==> src/rtl/eth_rx_pkg.sv <==
// Shared types for the RGMII receive path: framing FSM states, framing bytes
// and the in-band link status word carried on RX data between frames.
package eth_rx_pkg;

    typedef enum logic [1:0] {
        IDLE,
        PREAMBLE,
        PAYLOAD,
        DROP
    } rx_state_t;

    localparam logic [7:0] PREAMBLE_BYTE = 8'h55;
    localparam logic [7:0] SFD_BYTE      = 8'hD5;

    typedef enum logic [1:0] {
        SPEED_10M   = 2'b00,
        SPEED_100M  = 2'b01,
        SPEED_1000M = 2'b10
    } link_speed_t;

    typedef struct packed {
        logic        link_up;
        link_speed_t speed;
        logic        full_duplex;
    } link_status_t;

    // Inter-frame nibble layout: bit0 link, bits2:1 speed, bit3 duplex.
    function automatic link_status_t decode_status(input logic [3:0] nib);
        link_status_t s;
        s.link_up     = nib[0];
        s.speed       = link_speed_t'(nib[2:1]);
        s.full_duplex = nib[3];
        return s;
    endfunction

endpackage

==> src/rtl/rgmii_rx_frame_if.sv <==
// Byte-wide receive stream (tdata/tvalid/tlast/tuser), no ready: the source
// never stalls, so a sink must accept one beat per cycle.
interface rgmii_rx_frame_if;
    logic [7:0] tdata;
    logic       tvalid;
    logic       tlast;
    logic       tuser;

    modport master (output tdata, output tvalid, output tlast, output tuser);
    modport slave  (input  tdata, input  tvalid, input  tlast, input  tuser);
endinterface

==> src/rtl/rgmii_rx_decode.sv <==
// Rebuilds the RGMII byte from DDR nibbles, splits RX_CTL into dv/er and tracks in-band link status.
// Latency: one cycle for byte/dv/er, two cycles for the status outputs.
// Backpressure: none; free-running every rx_clk.
module rgmii_rx_decode
    import eth_rx_pkg::*;
(
    input  logic         rx_clk,
    input  logic         sys_rst_n,
    input  logic [3:0]   rxd_rise,
    input  logic [3:0]   rxd_fall,
    input  logic         rxctl_rise,
    input  logic         rxctl_fall,
    output logic [7:0]   byte_r,
    output logic         dv_r,
    output logic         er_r,
    output link_status_t status
);

    logic ibs_r;

    always_ff @(posedge rx_clk or negedge sys_rst_n) begin
        if (!sys_rst_n) begin
            byte_r <= '0;
            dv_r   <= 1'b0;
            er_r   <= 1'b0;
            ibs_r  <= 1'b0;
            status <= '0;
        end else begin
            byte_r <= {rxd_fall, rxd_rise};
            dv_r   <= rxctl_rise;
            er_r   <= rxctl_rise ^ rxctl_fall;
            // Status is only carried in normal inter-frame with both nibbles repeated.
            ibs_r  <= !rxctl_rise && !rxctl_fall && (rxd_rise == rxd_fall);
            if (ibs_r) begin
                status <= decode_status(byte_r[3:0]);
            end
        end
    end

endmodule

==> src/rtl/rgmii_rx_frame.sv <==
// RGMII 1000M receive framer: strips preamble/SFD, emits frames as a byte stream with tlast/tuser, counts frames.
// Latency: a byte leaves 2 cycles after the next byte (or the first dv-low) arrives on the pins.
// Backpressure: none; the stream output cannot stall.
module rgmii_rx_frame
    import eth_rx_pkg::*;
#(
    parameter int MIN_PREAMBLE = 2,
    parameter int MAX_LEN      = 1518,
    parameter int CNT_WIDTH    = 32
) (
    input  logic                  rx_clk,
    input  logic                  sys_rst_n,
    input  logic [3:0]            rxd_rise,
    input  logic [3:0]            rxd_fall,
    input  logic                  rxctl_rise,
    input  logic                  rxctl_fall,
    rgmii_rx_frame_if.master      m_axis,
    output logic                  link_up,
    output logic [1:0]            link_speed,
    output logic                  full_duplex,
    output logic [CNT_WIDTH-1:0]  frame_ok_cnt,
    output logic [CNT_WIDTH-1:0]  frame_err_cnt
);

    localparam int               LEN_W     = $clog2(MAX_LEN + 2);
    localparam logic [2:0]       MIN_PCNT  = 3'(MIN_PREAMBLE);
    localparam logic [LEN_W-1:0] LEN_LIMIT = LEN_W'(MAX_LEN);

    logic [7:0]   byte_r;
    logic         dv_r;
    logic         er_r;
    link_status_t status;

    rgmii_rx_decode u_decode (
        .rx_clk     (rx_clk),
        .sys_rst_n  (sys_rst_n),
        .rxd_rise   (rxd_rise),
        .rxd_fall   (rxd_fall),
        .rxctl_rise (rxctl_rise),
        .rxctl_fall (rxctl_fall),
        .byte_r     (byte_r),
        .dv_r       (dv_r),
        .er_r       (er_r),
        .status     (status)
    );

    assign link_up     = status.link_up;
    assign link_speed  = status.speed;
    assign full_duplex = status.full_duplex;

    rx_state_t        state, state_n;
    logic [2:0]       pcnt, pcnt_n;
    logic [LEN_W-1:0] len, len_n;
    logic             err_seen, err_seen_n;
    logic [7:0]       hold_dat, hold_dat_n;
    logic             hold_full, hold_full_n;
    logic [7:0]       tdata_n;
    logic             tvalid_n, tlast_n, tuser_n;
    logic             ok_inc, err_inc;

    always_comb begin
        state_n     = state;
        pcnt_n      = pcnt;
        len_n       = len;
        err_seen_n  = err_seen;
        hold_dat_n  = hold_dat;
        hold_full_n = hold_full;
        tvalid_n    = 1'b0;
        tlast_n     = 1'b0;
        tuser_n     = 1'b0;
        ok_inc      = 1'b0;
        err_inc     = 1'b0;

        unique case (state)
            IDLE: begin
                if (dv_r) begin
                    if (byte_r == PREAMBLE_BYTE) begin
                        state_n = PREAMBLE;
                        pcnt_n  = 3'd1;
                    end else begin
                        state_n = DROP;
                    end
                end
            end
            PREAMBLE: begin
                if (!dv_r) begin
                    state_n = IDLE;
                end else if (er_r) begin
                    state_n = DROP;
                end else if (byte_r == PREAMBLE_BYTE) begin
                    pcnt_n = (pcnt == 3'd7) ? 3'd7 : pcnt + 3'd1;
                end else if (byte_r == SFD_BYTE && pcnt >= MIN_PCNT) begin
                    state_n     = PAYLOAD;
                    len_n       = '0;
                    err_seen_n  = 1'b0;
                    hold_full_n = 1'b0;
                end else begin
                    state_n = DROP;
                end
            end
            PAYLOAD: begin
                if (!dv_r) begin
                    // The held byte is the frame's last; an empty hold means SFD then nothing.
                    if (hold_full) begin
                        tvalid_n = 1'b1;
                        tlast_n  = 1'b1;
                        tuser_n  = err_seen;
                        ok_inc   = !err_seen;
                        err_inc  = err_seen;
                    end else begin
                        err_inc = 1'b1;
                    end
                    hold_full_n = 1'b0;
                    state_n     = IDLE;
                end else if (len == LEN_LIMIT) begin
                    // This byte is one past the limit: close out the frame as bad.
                    tvalid_n    = 1'b1;
                    tlast_n     = 1'b1;
                    tuser_n     = 1'b1;
                    err_inc     = 1'b1;
                    hold_full_n = 1'b0;
                    state_n     = DROP;
                end else begin
                    tvalid_n    = hold_full;
                    hold_dat_n  = byte_r;
                    hold_full_n = 1'b1;
                    len_n       = len + LEN_W'(1);
                    err_seen_n  = err_seen | er_r;
                end
            end
            DROP: begin
                if (!dv_r) begin
                    state_n = IDLE;
                end
            end
            default: state_n = IDLE;
        endcase

        tdata_n = tvalid_n ? hold_dat : 8'h00;
    end

    always_ff @(posedge rx_clk or negedge sys_rst_n) begin
        if (!sys_rst_n) begin
            state         <= IDLE;
            pcnt          <= '0;
            len           <= '0;
            err_seen      <= 1'b0;
            hold_dat      <= '0;
            hold_full     <= 1'b0;
            m_axis.tdata  <= '0;
            m_axis.tvalid <= 1'b0;
            m_axis.tlast  <= 1'b0;
            m_axis.tuser  <= 1'b0;
            frame_ok_cnt  <= '0;
            frame_err_cnt <= '0;
        end else begin
            state         <= state_n;
            pcnt          <= pcnt_n;
            len           <= len_n;
            err_seen      <= err_seen_n;
            hold_dat      <= hold_dat_n;
            hold_full     <= hold_full_n;
            m_axis.tdata  <= tdata_n;
            m_axis.tvalid <= tvalid_n;
            m_axis.tlast  <= tlast_n;
            m_axis.tuser  <= tuser_n;
            if (ok_inc) begin
                frame_ok_cnt <= frame_ok_cnt + CNT_WIDTH'(1);
            end
            if (err_inc) begin
                frame_err_cnt <= frame_err_cnt + CNT_WIDTH'(1);
            end
        end
    end

endmodule

==> src/flat_wrapper.sv <==
// flat-port wrapper written by rule: the top's interface ports become plain ports
module rgmii_rx_frame_flat import eth_rx_pkg::*;
#(
    parameter int MIN_PREAMBLE = 2,
    parameter int MAX_LEN      = 1518,
    parameter int CNT_WIDTH    = 32
)
  (rx_clk, sys_rst_n, rxd_rise, rxd_fall, rxctl_rise, rxctl_fall, link_up, link_speed, full_duplex, frame_ok_cnt, frame_err_cnt, m_axis_tdata, m_axis_tvalid, m_axis_tlast, m_axis_tuser);
  rgmii_rx_frame_if m_axis_i ();
  input  logic rx_clk;
  input  logic sys_rst_n;
  input  logic [3:0] rxd_rise;
  input  logic [3:0] rxd_fall;
  input  logic rxctl_rise;
  input  logic rxctl_fall;
  output logic link_up;
  output logic [1:0] link_speed;
  output logic full_duplex;
  output logic [CNT_WIDTH-1:0] frame_ok_cnt;
  output logic [CNT_WIDTH-1:0] frame_err_cnt;
  output wire logic [$bits(m_axis_i.tdata)-1:0] m_axis_tdata;
  output wire logic [$bits(m_axis_i.tvalid)-1:0] m_axis_tvalid;
  output wire logic [$bits(m_axis_i.tlast)-1:0] m_axis_tlast;
  output wire logic [$bits(m_axis_i.tuser)-1:0] m_axis_tuser;
  assign m_axis_tdata = m_axis_i.tdata;
  assign m_axis_tvalid = m_axis_i.tvalid;
  assign m_axis_tlast = m_axis_i.tlast;
  assign m_axis_tuser = m_axis_i.tuser;
  rgmii_rx_frame #(.MIN_PREAMBLE(MIN_PREAMBLE), .MAX_LEN(MAX_LEN), .CNT_WIDTH(CNT_WIDTH)) u_core (.rx_clk(rx_clk), .sys_rst_n(sys_rst_n), .rxd_rise(rxd_rise), .rxd_fall(rxd_fall), .rxctl_rise(rxctl_rise), .rxctl_fall(rxctl_fall), .m_axis(m_axis_i), .link_up(link_up), .link_speed(link_speed), .full_duplex(full_duplex), .frame_ok_cnt(frame_ok_cnt), .frame_err_cnt(frame_err_cnt));
endmodule
==> config.mk <==
export PLATFORM = sky130hd
export DESIGN_NAME = rgmii_rx_frame_flat
export DESIGN_NICKNAME = d
export VERILOG_FILES = /design/src/rtl/eth_rx_pkg.sv /design/src/rtl/rgmii_rx_frame_if.sv /design/src/rtl/rgmii_rx_decode.sv /design/src/rtl/rgmii_rx_frame.sv /design/src/flat_wrapper.sv
export SDC_FILE = /design/constraint.sdc
export NUM_CORES = 1
export LEC_CHECK = 0
export CAP_MARGIN = 10
export CORE_MARGIN = 5
export CORE_UTILIZATION = 47
export DETAILED_ROUTE_END_ITERATION = 7
export HOLD_SLACK_MARGIN = 0.05
export PLACE_DENSITY = 0.81
export RECOVER_POWER = 50
export SLEW_MARGIN = 5
export SYNTH_ARGS = -nofsm -noshare
export SYNTH_HDL_FRONTEND = slang
export SYNTH_HIERARCHICAL = 1
export SYNTH_SLANG_ARGS = --single-unit
==> constraint.sdc <==
create_clock -name rx_clk -period 2.1 [get_ports rx_clk]
set_input_delay 0.315 -clock rx_clk [delete_from_list [all_inputs] [get_ports rx_clk]]
set_output_delay 0.315 -clock rx_clk [all_outputs]
set_load 0.01 [all_outputs]
* Word level (Yosys, flattened, before mapping) *
Index checks and enable logic that the tools add are counted.

word-level totals
  register bits = 116
  output and inout bits = 79
  word-level logic and storage cells = 112

cells by class
  add/sub/neg operators = 4
  $lt $le $gt $ge = 1
  equality and inequality tests = 20
  muxes and demuxes = 51
  bitwise operators = 3
  reductions and logical operators = 14

operators by type and width
  operator               number
  $mux 11                6
  $add 32x1->32 const B  2
  $mux 1                 25
  $pmux 11 s2            1
  $mux 3                 6
  $mux 2                 8
  $ne 2x2->1 const B     7
  $add 11x1->11 const B  1
  $eq 11x11->1 const B   1
  $eq 8x7->1 const B     1
  $eq 8x8->1 const B     1
  $mux 8                 1
  $pmux 2 s4             1
  $reduce_and 7->1       1
  $ne 2x1->1 const B     3
  $pmux 3 s2             1
  $reduce_and 6->1       1
  $reduce_and 5->1       1
  $eq 2x2->1 const B     2
  $eq 4x4->1             1
  $ne 4x4->1 const B     1
  $pmux 1 s2             2
  $reduce_and 4->1       1
  $reduce_bool 2->1      2
  other kinds (12)       16

* Depth between registers and ports, before layout *
Gate-level depths: netlist (run 1).

  word-level depth = 7
  gate-level depth with buffers = 8
  gate-level depth less buffers = 7

* By module *
Netlist (run 1), hierarchy kept.

modules (own cells, without submodules)
  module           instances  cells an instance  area each (sq um)
  rgmii_rx_frame   1          424                4555.6
  rgmii_rx_decode  1          28                 491.7

* Worst setup path after synthesis (run 1) *
OpenSTA, ideal clock, no wires.

  kind = flip-flop to flip-flop
  start point = register u_core.len[0]
  end point = register u_core.frame_err_cnt[22]
  setup time = 0.080 ns
  arrival = 1.982 ns
  path slack = 0.039 ns
  stages on the path, launching flop included = 8
  buffers on the path = 0
  path through = dfrtp_1 > inv_1 > ha_1 > nand4bb_1 > or4_4 > a21bo_4 > nor4b_2 > xnor2_1

on the way
  word-level cells in the longest chain between the ends = 4

ends and longest elaborated chain
  what                    RTL line               source
  start, declared         rgmii_rx_frame.sv:53   logic [LEN_W-1:0] len, len_n;
  start signal, assigned  rgmii_rx_frame.sv:159  len <= len_n;
  $eq 11x11->1            rgmii_rx_frame.sv:115  end else if (len == LEN_LIMIT) begin
  $mux 1                  rgmii_rx_frame.sv:115
  $mux 1                  rgmii_rx_frame.sv:102  if (!dv_r) begin
  $mux 1                  rgmii_rx_frame.sv:74   unique case (state)
  end signal, assigned    rgmii_rx_frame.sv:171  frame_err_cnt <= frame_err_cnt + CNT_WIDTH'(1);
  end, declared           rgmii_rx_frame.sv:22   output logic [CNT_WIDTH-1:0] frame_err_cnt

Every way passes these cells.
A chain may end at the register's enable or synchronous reset.

* Worst setup path in the final report (run 1) *
  start point = register u_core.len[0]
  end point = register u_core.frame_err_cnt[30]

The elaborated chain is that of the path after synthesis.

==> results.cfg, run 1 <==
[outcome]
status = completed

[detailed_routing]
routedWlPerCell_microns = 15.98
routed_wl_microns = 11650
dr_total_vias = 3916
drt_iter0_markers = 379
vias_per_cell = 5.372
first_pass_iters = 4
post-route-drc-count = 0
antenna_left = 0

[grt]
antenna_found_initial = 0
grt_overflow = 0
grt_usage_pct = 18.89
grt_pass1_vias = 4077
grt_pass1_wl_microns = 19650
grt_max_degree = 117

[logic_synthesis]
synth_edf_count = 0
synth_compound_area_share_pct = 5.850
synthArstFlopShare_pct = 100.0
synth_largest_area_cell = dfrtp_1
synthTopCellsByArea = dfrtp_1, xnor2_1, nand2_1
yosys.area_share.adder_pct = 1.487
yosys_warnings = 6
synth_area_sq_um = 5047
synth_seq_cells = 116
synth_mux_area_share_pct = 1.562
synth_xor_area_share_pct = 11.63
synth-simple-area-share_pct = 20.48
yosysTopAreaCellShare_pct = 57.51
synthFlopType = dfrtp_1
synthDistinctLibCells = 49
avgSynthCellArea_sq_um = 11.17
seq_area_frac_synth_pct = 57.51
syn_inst = 452
synth_top_family_by_area = simple AND/OR/NAND/NOR gates
synth_nets = 470

[clock_tree]
cts_tree = done
clockRootBuffer = clkbuf_8
htree_levels = 4
clk_latency_ns = 0.51
clockBufferDepth = 2
cts_buffers = 17
cts_sinks = 116
clk_pin_slew_ns = 0.06

[pwr]
power_leakage_nw = 3.123
vdd_drop_max_mv = 0.5169
powerDensity_nw_per_um2 = 875.5

[die]
die-area_sq_um = 12910
ios = 91
row_count = 37
die_h_microns = 113.6
start_util_pct = 48.46
core-area_sq_um = 10420
die_x_microns = 113.6

[setup_path]
r2r_start = u_core/len[0]
crit_arrival_ns = 2.51
critPathLaunchType = flip-flop
crit_start = u_core/len[0]
crit_required_ns = 2.52
crit_fanout = 4
endpoint = u_core/frame_err_cnt[30]
critPathKind = flip-flop to flip-flop
rr_worst_depth = 7
crit_path_end_kind = flip-flop
reg2reg_setup_slack_ns = 0.01
regToRegEndpoint = u_core/frame_err_cnt[30]

[worst_hold_path]
hold_class = input port to flip-flop

[finish]
finalNetCount = 598
antennaDiodeCount = 0
nFillCells = 764
syn2layout_area_growth_pct = 37.21
final_core_util_pct = 66.49
drive_above_1_share_pct = 13.83

[sta]
fin_crit_sh_pct = 99.36
slew_headroom_pct = 7.017
final_max_slew_viol_count = 0
rsz0062_at_grt = true
fmax_mhz = 479.2
setup_viol = 0
whs_ns = 0.3984
worst-slew-pin-transition_ns = 1.395
fin_skew_ns = 0.01286
min_period_ns = 2.087
finalHoldViolations = 0

[place]
place_congestion = 0.8485
hpwlAfterDp_microns = 7923
io_buffers = 90

[flow_run]
max_cap_violations = 0
kinds of logic after synthesis:
kind of cell	Yosys count
AO/OA/AOI/OAI	45
XOR/XNOR	67
adder cells (fa/ha/maj)	6
buffers and inverters	19
flip-flops	116
multiplexers	7
AND/OR/NAND/NOR	192
power by group:
| group | internal, mW | switching (mW) |
|---|---|---|
| combinational | 0.368 | 0.341 |
| clock | 1.76 | 1.06 |
| sequential | 2.40 | 0.136 |
cells in the mapped netlist (all sizes together), types with 9 or more instances:
master,count
nand4,20
dfrtp,116
nand2,62
xnor2,46
inv,11
and2,12
and3,11
o21ai,17
nand3,21
xor2,21
and4,9
nor2,22
cells in the final DEF, fill, tap and decap left out, types with 11 or more instances in the layout:
cell type and n:
and3_1 11, buf_4 22, clkbuf_16 16, clkdlybuf4s50_1 72
dfrtp_1 116, dlygate4sd3_1 18, inv_1 11, nand2_1 62
nand3_1 21, nand4_1 19, nor2_1 21, o21ai_0 17
xnor2_1 46, xor2_1 21
timing repair:
item                       4_1_cts  5_1_grt
resized for setup                5        8
buffers inserted                 0        1
hold endpoints to repair       116        0
cloned                           1        0
setup endpoints to repair       19       25
pin swaps                        0        1
hold buffers                     1        0
registers in the layout, indices dropped and copies added, names as in the netlist:
| register | cells |
|---|---|
| u_core/err_seen | 1 |
| u_core/frame_err_cnt | 32 |
| u_core/frame_ok_cnt | 32 |
| u_core/hold_dat | 8 |
| u_core/hold_full | 1 |
| u_core/len | 11 |
| u_core/m_axis.tdata | 8 |
| u_core/m_axis.tlast | 1 |
| u_core/m_axis.tuser | 1 |
| u_core/m_axis.tvalid | 1 |
| u_core/pcnt | 3 |
| u_core/state | 2 |
| u_core/u_decode/byte_r | 8 |
| u_core/u_decode/dv_r | 1 |
| u_core/u_decode/er_r | 1 |
| u_core/u_decode/ibs_r | 1 |
| u_core/u_decode/status | 4 |
worst max-delay path, cell delays in order, from the launching register on:
cell       delay (ns)
dfrtp_1          0.38
inv_1            0.07
ha_1             0.15
nand4bb_1        0.13
or4_4            0.55
a21bo_4          0.28
nor4b_2          0.30
xnor2_1          0.15
worst min-delay path by stage:
stage	end	slack [ns]	cells past startpoint	from
after detailed placement	u_core/frame_err_cnt[0]	0.45	2	sys_rst_n
after global routing	u_core/u_decode/dv_r	0.39	1	rxctl_rise
final	u_core/u_decode/dv_r	0.40	1	rxctl_rise
after floorplan	u_core/err_seen	0.02	0	sys_rst_n
after CTS	u_core/u_decode/dv_r	0.27	1	rxctl_rise
after global placement	u_core/hold_dat[5]	0.44	2	u_core/u_decode/byte_r[5]
layer usage:
layer  up-vias  track usage, %  share of wire (%)
met3        28           4.775                4.5
met2       123           32.59                 51
met1      1926           22.76                 42
met5         -               0                  0
met4         0           7.212                2.2
li1       1839               -                  -
stage by stage:
| stage | instances | power (mW) | instance area [sq um] | TNS (ns) | worst slack (ns) |
|---|---|---|---|---|---|
| CTS | 728 | 6.100 | 6897 | 0 | 0.007851 |
| detailed placement | 694 | 3.252 | 6275 | -0.05471 | -0.02236 |
| global placement | 694 | 3.227 | 6275 | 0 | 0.03172 |
| finish | 729 | 6.063 | 6925 | 0 | 0.01338 |
| floorplan | 452 | 2.841 | 5047 | 0 | 0.03855 |
| global route | 729 | 6.323 | 6925 | -0.1359 | -0.04542 |
area by class of cell:
class	count	area, sq um	share of cell area (%)
Sequential cell	116	2903	41.92
Multi-Input combinational cell	317	2117	30.57
Timing Repair Buffer	117	1105	15.95
Clock buffer	19	441.7	6.378
Tap cell	136	170.2	2.457
Clock inverter	13	147.6	2.132
Inverter	11	41.29	0.5962
Note: power is estimated with default switching activity, not from simulation.
==> run 2: changes to the inputs <==
--- a/config.mk
+++ b/config.mk
@@ -5,7 +5,7 @@
 export SDC_FILE = /design/constraint.sdc
 export NUM_CORES = 1
 export LEC_CHECK = 0
-export CAP_MARGIN = 10
+export CAP_MARGIN = 20
 export CORE_MARGIN = 5
 export CORE_UTILIZATION = 47
 export DETAILED_ROUTE_END_ITERATION = 7
==> results of run 2 <==
No change in the layout: final DEF, timing and power equal those of run 1.
==> run 3: changes to the inputs <==
--- a/config.mk
+++ b/config.mk
@@ -12,6 +12,7 @@
 export HOLD_SLACK_MARGIN = 0.05
 export PLACE_DENSITY = 0.81
 export RECOVER_POWER = 50
+export SETUP_SLACK_MARGIN = 0.3
 export SLEW_MARGIN = 5
 export SYNTH_ARGS = -nofsm -noshare
 export SYNTH_HDL_FRONTEND = slang
==> results.cfg, run 3 (synthesis results as in run 1) <==
[outcome]
status = completed

[setup_path]
critPathKind = flip-flop to flip-flop
path_delay_family = simple AND/OR/NAND/NOR gates
cpPeakStageDelay_ns = 0.49
rr_worst_depth = 7
r2r_start = u_core/len[0]
reg2reg_setup_slack_ns = 0.08
slowest_stage = or4_4
crit_path_end_kind = flip-flop
crit_chain = inv_1 -> ha_1 -> nand4bb_1 -> or4_4 -> a21bo_4 -> nor4b_4 -> xnor2_1
crit_arrival_ns = 2.43
critPathLaunchType = flip-flop
crit_fanout = 4
critPathBufInv = 1
crit_required_ns = 2.52
regToRegEndpoint = u_core/frame_err_cnt[30]

[die]
die_x_microns = 113.6
die_h_microns = 113.6
start_util_pct = 48.46
die-area_sq_um = 12910
core-area_sq_um = 10420
row_count = 37
ios = 91

[sta]
fin_skew_ns = 0.01420
whs_ns = 0.4096
setup-tns-final_ns = 0
min_period_ns = 2.017
fin_ws_ns = 0.08313
final_max_slew_viol_count = 0
fin_crit_sh_pct = 96.04
worst-slew-pin-transition_ns = 0.6007
setup_viol = 0
slew_headroom_pct = 59.87
finalHoldViolations = 0
fmax_mhz = 495.8
rsz0062_at_grt = true

[finish]
design_area_sq_um = 7216
finalNetCount = 623
antennaDiodeCount = 0
syn2layout_area_growth_pct = 42.96
mostFrequentLayoutCell = dfrtp_1
final_cell_mix = dfrtp_1, nand2_1, buf_4, xnor2_1, clkdlybuf4s50_1
reg.largest.list = u_core/frame_err_cnt: 32 flops, u_core/frame_ok_cnt: 32 flops, u_core/len: 11 flops
drive_above_1_share_pct = 20.39

[place]
preCtsSetupSlack_ns = 0.05136
hpwlAfterDp_microns = 7957
io_buffers = 90
post_dp_cell_area_sq_um = 6295
place_congestion = 0.8302

[grt]
grt_usage_pct = 19.53
grt_pass1_vias = 4155
antenna_found_initial = 0
grt_pass1_wl_microns = 20270
grt_overflow = 0
grt_max_degree = 117

[clock_tree]
cts_tree = done
clk_pin_slew_ns = 0.06
clockBufferDepth = 2
clk_latency_ns = 0.51
cts_buffers = 17
htree_levels = 4
clockRootBuffer = clkbuf_8
cts_sinks = 116

[worst_hold_path]
hold_depth = 1
holdCritStartpoint = rxd_rise[2]
min_to = u_core/u_decode/byte_r[2]
hold_class = input port to flip-flop

[pwr]
pwr-share-clk_pct = 44.7
cellInternalPower_mw = 4.394
power_leakage_nw = 3.822
vdd_drop_max_mv = 0.6228
p_sw_mw = 1.605
power_frac_seq_pct = 42.2
combPwrFrac_pct = 13.1
netSwitchingFraction_pct = 26.75
powerDensity_nw_per_um2 = 831.3

[detailed_routing]
routed_wl_microns = 12700
dr_total_vias = 4135
drt_iter0_markers = 241
antenna_left = 0
first_pass_iters = 5
post-route-drc-count = 0
routedWlPerCell_microns = 16.85
vias_per_cell = 5.484

[flow_run]
max_cap_violations = 0
## run 3: routing by layer
layer | global-route usage (%) | vias up | share of wire [%] | wire, microns
li1 | - | 1897 | - | -
met1 | 22.94 | 2065 | 41 | 5167
met2 | 33.14 | 144 | 51 | 6443
met3 | 6.897 | 29 | 6.3 | 794
met4 | 6.971 | 0 | 2.3 | 296
met5 | 0 | - | 0 | 0
## run 3: per-stage QoR
step	power (mW)	std cells	util, %
after floorplan	2.843	452	-
after global placement	3.239	692	60.43
after detailed placement	3.271	692	60.43
after CTS	6.005	741	67.26
after global routing	6.252	754	69.27
final	5.999	754	69.27
## run 3: worst max path at each step
stage,depth (start not counted),end,from
4_1_cts,8,u_core/frame_err_cnt[24],u_core/len[0]
3_5_place_dp,5,u_core/len[8],u_core/u_decode/byte_r[1]
6_report,7,u_core/frame_err_cnt[30],u_core/len[0]
3_3_place_gp,5,u_core/len[5],u_core/u_decode/byte_r[1]
2_1_floorplan,8,u_core/frame_err_cnt[28],u_core/len[0]
5_1_grt,6,u_core/frame_ok_cnt[24],u_core/u_decode/dv_r
## run 3: area by class of cell
type / instances / area [sq um]
well taps: 136 / 170.2
inverters: 11 / 41.29
flip-flops and latches: 116 / 2914
multi-input cells: 318 / 2205
clock inverters: 15 / 145.1
repair buffers: 141 / 1326
clock buffers: 17 / 414.1
fillers: 761 / 3201
## run 3: power by group through the flow
| stage | clock network (mW) | registers [mW] | logic [mW] |
|---|---|---|---|
| finish | 2.68 | 2.53 | 0.785 |
| global route | 2.84 | 2.55 | 0.859 |
| CTS | 2.73 | 2.53 | 0.749 |
| detailed placement | 0 | 2.57 | 0.700 |
| global placement | 0 | 2.56 | 0.676 |
| floorplan | 0 | 2.61 | 0.233 |
## run 3: what timing repair did
| item | CTS | global route |
|---|---|---|
| setup buffers | 15 | 11 |
| endpoints found under the hold margin | 116 | 0 |
| gates cloned | 1 | 2 |
| endpoints found under the setup margin | 100 | 103 |
| resized for setup | 45 | 46 |
| hold buffers | 1 | 0 |
| pin swaps | 4 | 9 |
